--- src/rtl/fp_align_pkg.sv ---
// rtl/fp_align_pkg.sv - shared types and constants for the mantissa alignment stage
package fp_align_pkg;

  typedef enum logic [1:0] {
    IDLE  = 2'd0,
    SHIFT = 2'd1,
    DONE  = 2'd2
  } align_state_t;

  localparam int GRS_W  = 3;
  localparam int DEF_MW = 24;
  localparam int DEF_EW = 8;

endpackage

--- src/rtl/fp_align_shift_if.sv ---
// rtl/fp_align_shift_if.sv - operand/result handshake bundle for the alignment stage
interface fp_align_shift_if
  import fp_align_pkg::*;
#(
  parameter int MW = DEF_MW,
  parameter int EW = DEF_EW
);
  logic                in_valid;
  logic                in_ready;
  logic [EW-1:0]       exp_a;
  logic [EW-1:0]       exp_b;
  logic [EW-1:0]       exp_diff;
  logic                a_lt_b;
  logic [MW-1:0]       man_a;
  logic [MW-1:0]       man_b;
  logic                out_valid;
  logic                out_ready;
  logic [EW-1:0]       exp_out;
  logic [MW-1:0]       man_big;
  logic [MW+GRS_W-1:0] man_small;

  modport master (
    output in_valid, exp_a, exp_b, exp_diff, a_lt_b, man_a, man_b, out_ready,
    input  in_ready, out_valid, exp_out, man_big, man_small
  );

  modport slave (
    input  in_valid, exp_a, exp_b, exp_diff, a_lt_b, man_a, man_b, out_ready,
    output in_ready, out_valid, exp_out, man_big, man_small
  );
endinterface

--- src/rtl/fp_align_step.sv ---
// rtl/fp_align_step.sv - one-bit right shift; sticky merge when FP_ALIGN_STICKY_EN is defined
module fp_align_step
  import fp_align_pkg::*;
#(
  parameter int W = DEF_MW + GRS_W
) (
  input  logic [W-1:0] din,
  output logic [W-1:0] dout
);

`ifdef FP_ALIGN_STICKY_EN
  // bit 0 accumulates everything that falls past it
  assign dout = {1'b0, din[W-1:2], din[1] | din[0]};
`else
  assign dout = {1'b0, din[W-1:1]};
`endif

endmodule

--- src/rtl/fp_align_shift.sv ---
// rtl/fp_align_shift.sv - iterative mantissa alignment (FP_ALIGN_STICKY_EN enables sticky)
module fp_align_shift
  import fp_align_pkg::*;
#(
  parameter int MW = DEF_MW,
  parameter int EW = DEF_EW
) (
  input  logic              clk,
  input  logic              rst_n,
  fp_align_shift_if.slave   bus
);

  localparam int          W = MW + GRS_W;
  localparam int unsigned L = MW + 2;

  align_state_t  state_q, state_d;
  logic [EW-1:0] count_q;
  logic [W-1:0]  small_q;
  logic [W-1:0]  small_step;
  logic [MW-1:0] big_q;
  logic [EW-1:0] exp_q;

  logic [MW-1:0] small_man;
  logic [W-1:0]  sat_val;
  logic          sat;
  logic          accept;

  assign accept    = (state_q == IDLE) && bus.in_valid;
  assign small_man = bus.a_lt_b ? bus.man_a : bus.man_b;
  assign sat       = 32'(bus.exp_diff) > L;

`ifdef FP_ALIGN_STICKY_EN
  assign sat_val = {{(W-1){1'b0}}, |small_man};
`else
  assign sat_val = '0;
`endif

  fp_align_step #(.W(W)) u_step (
    .din  (small_q),
    .dout (small_step)
  );

  always_ff @(posedge clk or negedge rst_n) begin
    if (!rst_n) state_q <= IDLE;
    else        state_q <= state_d;
  end

  always_comb begin
    state_d = state_q;
    case (state_q)
      IDLE: begin
        if (bus.in_valid) begin
          if (sat || bus.exp_diff == '0) state_d = DONE;
          else                           state_d = SHIFT;
        end
      end
      SHIFT: begin
        if (count_q == EW'(1)) state_d = DONE;
      end
      DONE: begin
        if (bus.out_ready) state_d = IDLE;
      end
      default: state_d = IDLE;
    endcase
  end

  always_ff @(posedge clk or negedge rst_n) begin
    if (!rst_n) begin
      count_q <= '0;
      small_q <= '0;
      big_q   <= '0;
      exp_q   <= '0;
    end else if (accept) begin
      exp_q   <= bus.a_lt_b ? bus.exp_b : bus.exp_a;
      big_q   <= bus.a_lt_b ? bus.man_b : bus.man_a;
      count_q <= bus.exp_diff;
      small_q <= sat ? sat_val : {small_man, {GRS_W{1'b0}}};
    end else if (state_q == SHIFT) begin
      small_q <= small_step;
      count_q <= count_q - EW'(1);
    end
  end

  assign bus.in_ready  = (state_q == IDLE);
  assign bus.out_valid = (state_q == DONE);
  assign bus.exp_out   = exp_q;
  assign bus.man_big   = big_q;
  assign bus.man_small = small_q;

endmodule
--- src/flat_wrapper.sv ---
// flat-port wrapper written by rule: the top's interface ports become plain ports
module fp_align_shift_flat import fp_align_pkg::*;
#(
  parameter int MW = DEF_MW,
  parameter int EW = DEF_EW
)
  (clk, rst_n, bus_in_valid, bus_exp_a, bus_exp_b, bus_exp_diff, bus_a_lt_b, bus_man_a, bus_man_b, bus_out_ready, bus_in_ready, bus_out_valid, bus_exp_out, bus_man_big, bus_man_small);
  fp_align_shift_if #(.MW(MW), .EW(EW)) bus_i ();
  input  logic clk;
  input  logic rst_n;
  input wire logic [$bits(bus_i.in_valid)-1:0] bus_in_valid;
  input wire logic [$bits(bus_i.exp_a)-1:0] bus_exp_a;
  input wire logic [$bits(bus_i.exp_b)-1:0] bus_exp_b;
  input wire logic [$bits(bus_i.exp_diff)-1:0] bus_exp_diff;
  input wire logic [$bits(bus_i.a_lt_b)-1:0] bus_a_lt_b;
  input wire logic [$bits(bus_i.man_a)-1:0] bus_man_a;
  input wire logic [$bits(bus_i.man_b)-1:0] bus_man_b;
  input wire logic [$bits(bus_i.out_ready)-1:0] bus_out_ready;
  output wire logic [$bits(bus_i.in_ready)-1:0] bus_in_ready;
  output wire logic [$bits(bus_i.out_valid)-1:0] bus_out_valid;
  output wire logic [$bits(bus_i.exp_out)-1:0] bus_exp_out;
  output wire logic [$bits(bus_i.man_big)-1:0] bus_man_big;
  output wire logic [$bits(bus_i.man_small)-1:0] bus_man_small;
  assign bus_i.in_valid = bus_in_valid;
  assign bus_i.exp_a = bus_exp_a;
  assign bus_i.exp_b = bus_exp_b;
  assign bus_i.exp_diff = bus_exp_diff;
  assign bus_i.a_lt_b = bus_a_lt_b;
  assign bus_i.man_a = bus_man_a;
  assign bus_i.man_b = bus_man_b;
  assign bus_i.out_ready = bus_out_ready;
  assign bus_in_ready = bus_i.in_ready;
  assign bus_out_valid = bus_i.out_valid;
  assign bus_exp_out = bus_i.exp_out;
  assign bus_man_big = bus_i.man_big;
  assign bus_man_small = bus_i.man_small;
  fp_align_shift #(.MW(MW), .EW(EW)) u_core (.clk(clk), .rst_n(rst_n), .bus(bus_i));
endmodule
--- config.mk ---
export PLATFORM = sky130hd
export DESIGN_NAME = fp_align_shift_flat
export DESIGN_NICKNAME = d
export VERILOG_FILES = /design/src/rtl/fp_align_pkg.sv /design/src/rtl/fp_align_shift_if.sv /design/src/rtl/fp_align_step.sv /design/src/rtl/fp_align_shift.sv /design/src/flat_wrapper.sv
export SDC_FILE = /design/constraint.sdc
export NUM_CORES = 1
export LEC_CHECK = 0
export ABC_AREA = 1
export BUFFER_PORTS_ARGS = -buffer_cell sky130_fd_sc_hd__buf_2
export CAP_MARGIN = 5
export CORE_AREA = 2 2 92 94
export CTS_CLUSTER_DIAMETER = 200
export DETAILED_ROUTE_END_ITERATION = 16
export DIE_AREA = 0 0 94 96
export PLACE_DENSITY_LB_ADDON = 0.12
export SYNTH_ARGS = -nofsm -noshare
export SYNTH_HDL_FRONTEND = slang
export SYNTH_SLANG_ARGS = --single-unit
export TNS_END_PERCENT = 100
--- constraint.sdc ---
create_clock -name clk -period 1.73 [get_ports clk]
set_input_delay 0.173 -clock clk [delete_from_list [all_inputs] [get_ports clk]]
set_output_delay 0.173 -clock clk [all_outputs]
set_load 0.1 [all_outputs]
==> impl_metrics.csv <==
group,metric,value,unit
drt,routed-via-count,3911,
sta,fmax,0.639,GHz
sta,slew_violations,0,
clock_tree,htreeDepth,3,
drt,vias_per_cell,5.07,
clock_tree,path_clk_slew,0.07,ns
finish,finalInstanceArea,4890,sq um
global_routing,grt_max_degree,79,
setup_path,r2r-end,"u_core.bus.man_small[6]$_DFFE_PN0P_",
die,fp.dieW,94,microns
clock_tree,cts_tree,"yes",
global_routing,grt_pass1_wl,16.6,mm
setup_path,crit_arrival,1.82,ns
setup_path,path_cells,"nor2_4 > nand2_2 > inv_2 > nand4_1 > a21oi_1",
status,status,"complete, no violations",
yosys,netlist_area,3900,sq um
yosys,synth_area_leader_cell,"dfrtp_1",
yosys,yosys.area_share.simple,0.233,
setup_path,worst-path-max-fanout,29,
yosys,synth_cells,537,
yosys,synth_top_family_by_area,"simple AND/OR/NAND/NOR gates",
yosys,synth_top_cell_area_share,0.443,
setup_path,crit_slowest_cell,"inv_2",
finish,n_fill_cell,783,
pwr,power_density,696,nW/um^2
drt,routed-wl-met2,4.45,mm
drt,wl_per_cell,13.4,microns
drt,top_layer,"met4",
finish,diodes,0,
global_routing,grt.total_usage,0.234,
die,floorplan.initialDensity,0.484,
yosys,ys_types,23,
hold_path,holdCritPathClass,"primary input to flip-flop",
hold_path,min_path_cells,3,
yosys,synthMuxAreaShare,0,
sta,rsz0062_at_grt,"false",
die,dieArea,9020,sq um
drt,met1Wirelength,4.93,mm
sta,finalCritPeriodShare,0.904,
setup_path,worstSetupPathType,"flip-flop to flip-flop",
finish,nets,740,
setup_path,endpoint_kind,"flip-flop",
die,fp.dieH,96,microns
place,place_area,4660,sq um
setup_path,r2r_cells,5,
clock_tree,insertion_delay,0.34,ns
global_routing,grt.overflow.total,0,
finish,final_cell_mix,"buf_2, nand2_1, o21ai_0",
yosys,ys_ff_latch,69,
yosys,synth-xor-area-share,0.00225,
sta,hold_ws,0.0738,ns
yosys,synth-compound-area-share,0.196,
finish,fin_util,0.608,
global_routing,grt_pass1_vias,3473,
sta,finalSetupViolCount,0,
clock_tree,numClockSinks,69,
clock_tree,post_cts_resized,0,
sta,worst_clock_skew,0.00946,ns
setup_path,crit_required,1.99,ns
finish,area_growth,25.6,%
yosys,yosysWarnings,0,
drt,antenna_left,0,
drt,wl,10.3,mm
clock_tree,clk_path_buf_depth,2,
finish,layout-drive-gt1-share,0.255,
clock_tree,post_cts_buffers,0,
pwr,ir_drop,0.356,mV
drt,met3_length,810,microns
drt,drt_iter0_drc,300,
clock_tree,cts_buffers,9,
sta,relSlewSlack,0.638,
yosys,ys_seq_area_frac,0.443,
global_routing,antenna_found_initial,0,
setup_path,start_kind,"flip-flop",
place,post-dp-hpwl,7.41,mm
sta,hold_violations,0,
drt,detail_route.first_pass.iterations,5,
yosys,yosys-top-cells-area,"dfrtp_1, nand2_1, o21ai_0",
drt,drc,0,
setup_path,rrSetupSlack,0.17,ns
die,core.rowCount,33,
setup_path,worstReg2RegStart,"u_core.state_q[1]$_DFFE_PN0P_",
yosys,avgSynthCellArea,7.26,sq um
die,num_io_pins,138,
yosys,synth_nets,616,
pwr,p_leak,2.71,nW
run,cap_violations,0,
setup_path,cpPeakStageDelay,0.44,ns
clock_tree,cts-root-buf,"clkbuf_8",
die,coreArea,8050,sq um
sta,fin_crit,1.56,ns
finish,final_common_cell,"buf_2",
place,gp_congestion,0.884,
yosys,yosys.area_share.adder,0.00642,
hold_path,min_from,"bus_exp_diff[6]",
place,portBuffers,137,
hold_path,min_to,"u_core.count_q[6]$_DFFE_PN0P_",
sta,worst_slew_pin_slew,0.541,ns
how the worst max path moves through the flow:
stage / start / end / depth (start not counted)
floorplan: u_core.state_q[1]$_DFFE_PN0P_ / u_core.bus.man_small[25]$_DFFE_PN0P_ / 8
finish: u_core.state_q[1]$_DFFE_PN0P_ / u_core.bus.man_small[6]$_DFFE_PN0P_ / 5
global placement: u_core.state_q[1]$_DFFE_PN0P_ / u_core.bus.man_small[12]$_DFFE_PN0P_ / 5
CTS: u_core.state_q[1]$_DFFE_PN0P_ / bus_out_valid / 3
detailed placement: u_core.state_q[1]$_DFFE_PN0P_ / u_core.bus.man_small[6]$_DFFE_PN0P_ / 5
global route: u_core.state_q[1]$_DFFE_PN0P_ / u_core.bus.man_small[7]$_DFFE_PN0P_ / 5
logic make-up (layout without fill, tap and decap cells):
kind of cell / count (synthesis) / count (layout)
fa+ha+maj: 2 / 2
buf+inv: 114 / 243
compound gates: 149 / 149
flops: 69 / 69
simple gates: 202 / 202
xor+xnor: 1 / 1
critical path: cells and delay by family (launching register included):
family	cells	cell delay (ns)
flops	1	0.42
buf+inv	1	0.44
simple gates	3	0.44
compound gates	1	0.18
flip-flops by register name, indices dropped and copies added (netlist names):
name,flops
u_core.bus.man_small,27
u_core.bus.man_big,24
u_core.bus.exp_out,8
u_core.count_q,8
u_core.state_q,2
synth_stat cells (all sizes together):
cell type	instances
nand2	130
o21ai	118
dfrtp	69
inv	67
a21oi	24
nand4	24
clkbuf	22
or2	22
nor2	15
clkinv	13
buf	12
nand3	11
o22ai	3
ha	2
o211ai	2
o221ai	2
xnor2	1
layout make-up:
cell class / count / area (sq um) / area share
sequential: 69 / 1730 / 0.353
multi-input combinational: 354 / 1710 / 0.349
timing repair buffer: 147 / 801 / 0.164
inverter: 80 / 303 / 0.0619
clock buffer: 13 / 159 / 0.0325
tap: 105 / 131 / 0.0268
clock inverter: 3 / 67.6 / 0.0138
per-layer routing:
layer,vias to the layer above,track usage
li1,1981,-
met1,1770,0.353
met2,146,0.327
met3,14,0.0486
met4,0,0.0954
met5,-,0
power breakdown:
part           internal (mW)  total (mW)  switching (mW)
clock network          0.893        1.49           0.595
registers               1.61        1.61               0
logic                  0.118       0.305           0.186
total                   2.62        3.40           0.781
stage by stage:
step	setup WS (ns)	power [mW]	setup TNS [ns]	instances
global route	0.000353	3.55	0	771
CTS	0.172	3.44	0	771
global placement	0.274	1.94	0	754
finish	0.166	3.40	0	771
floorplan	-0.0452	1.78	-0.286	537
detailed placement	0.196	1.95	0	754
timing repair:
item | in CTS | in global routing
endpoints found under the setup margin | 0 | 0
hold endpoints to repair | 69 | 0
hold buffers | 1 | 0
Note: power is estimated with default switching activity, not from simulation.
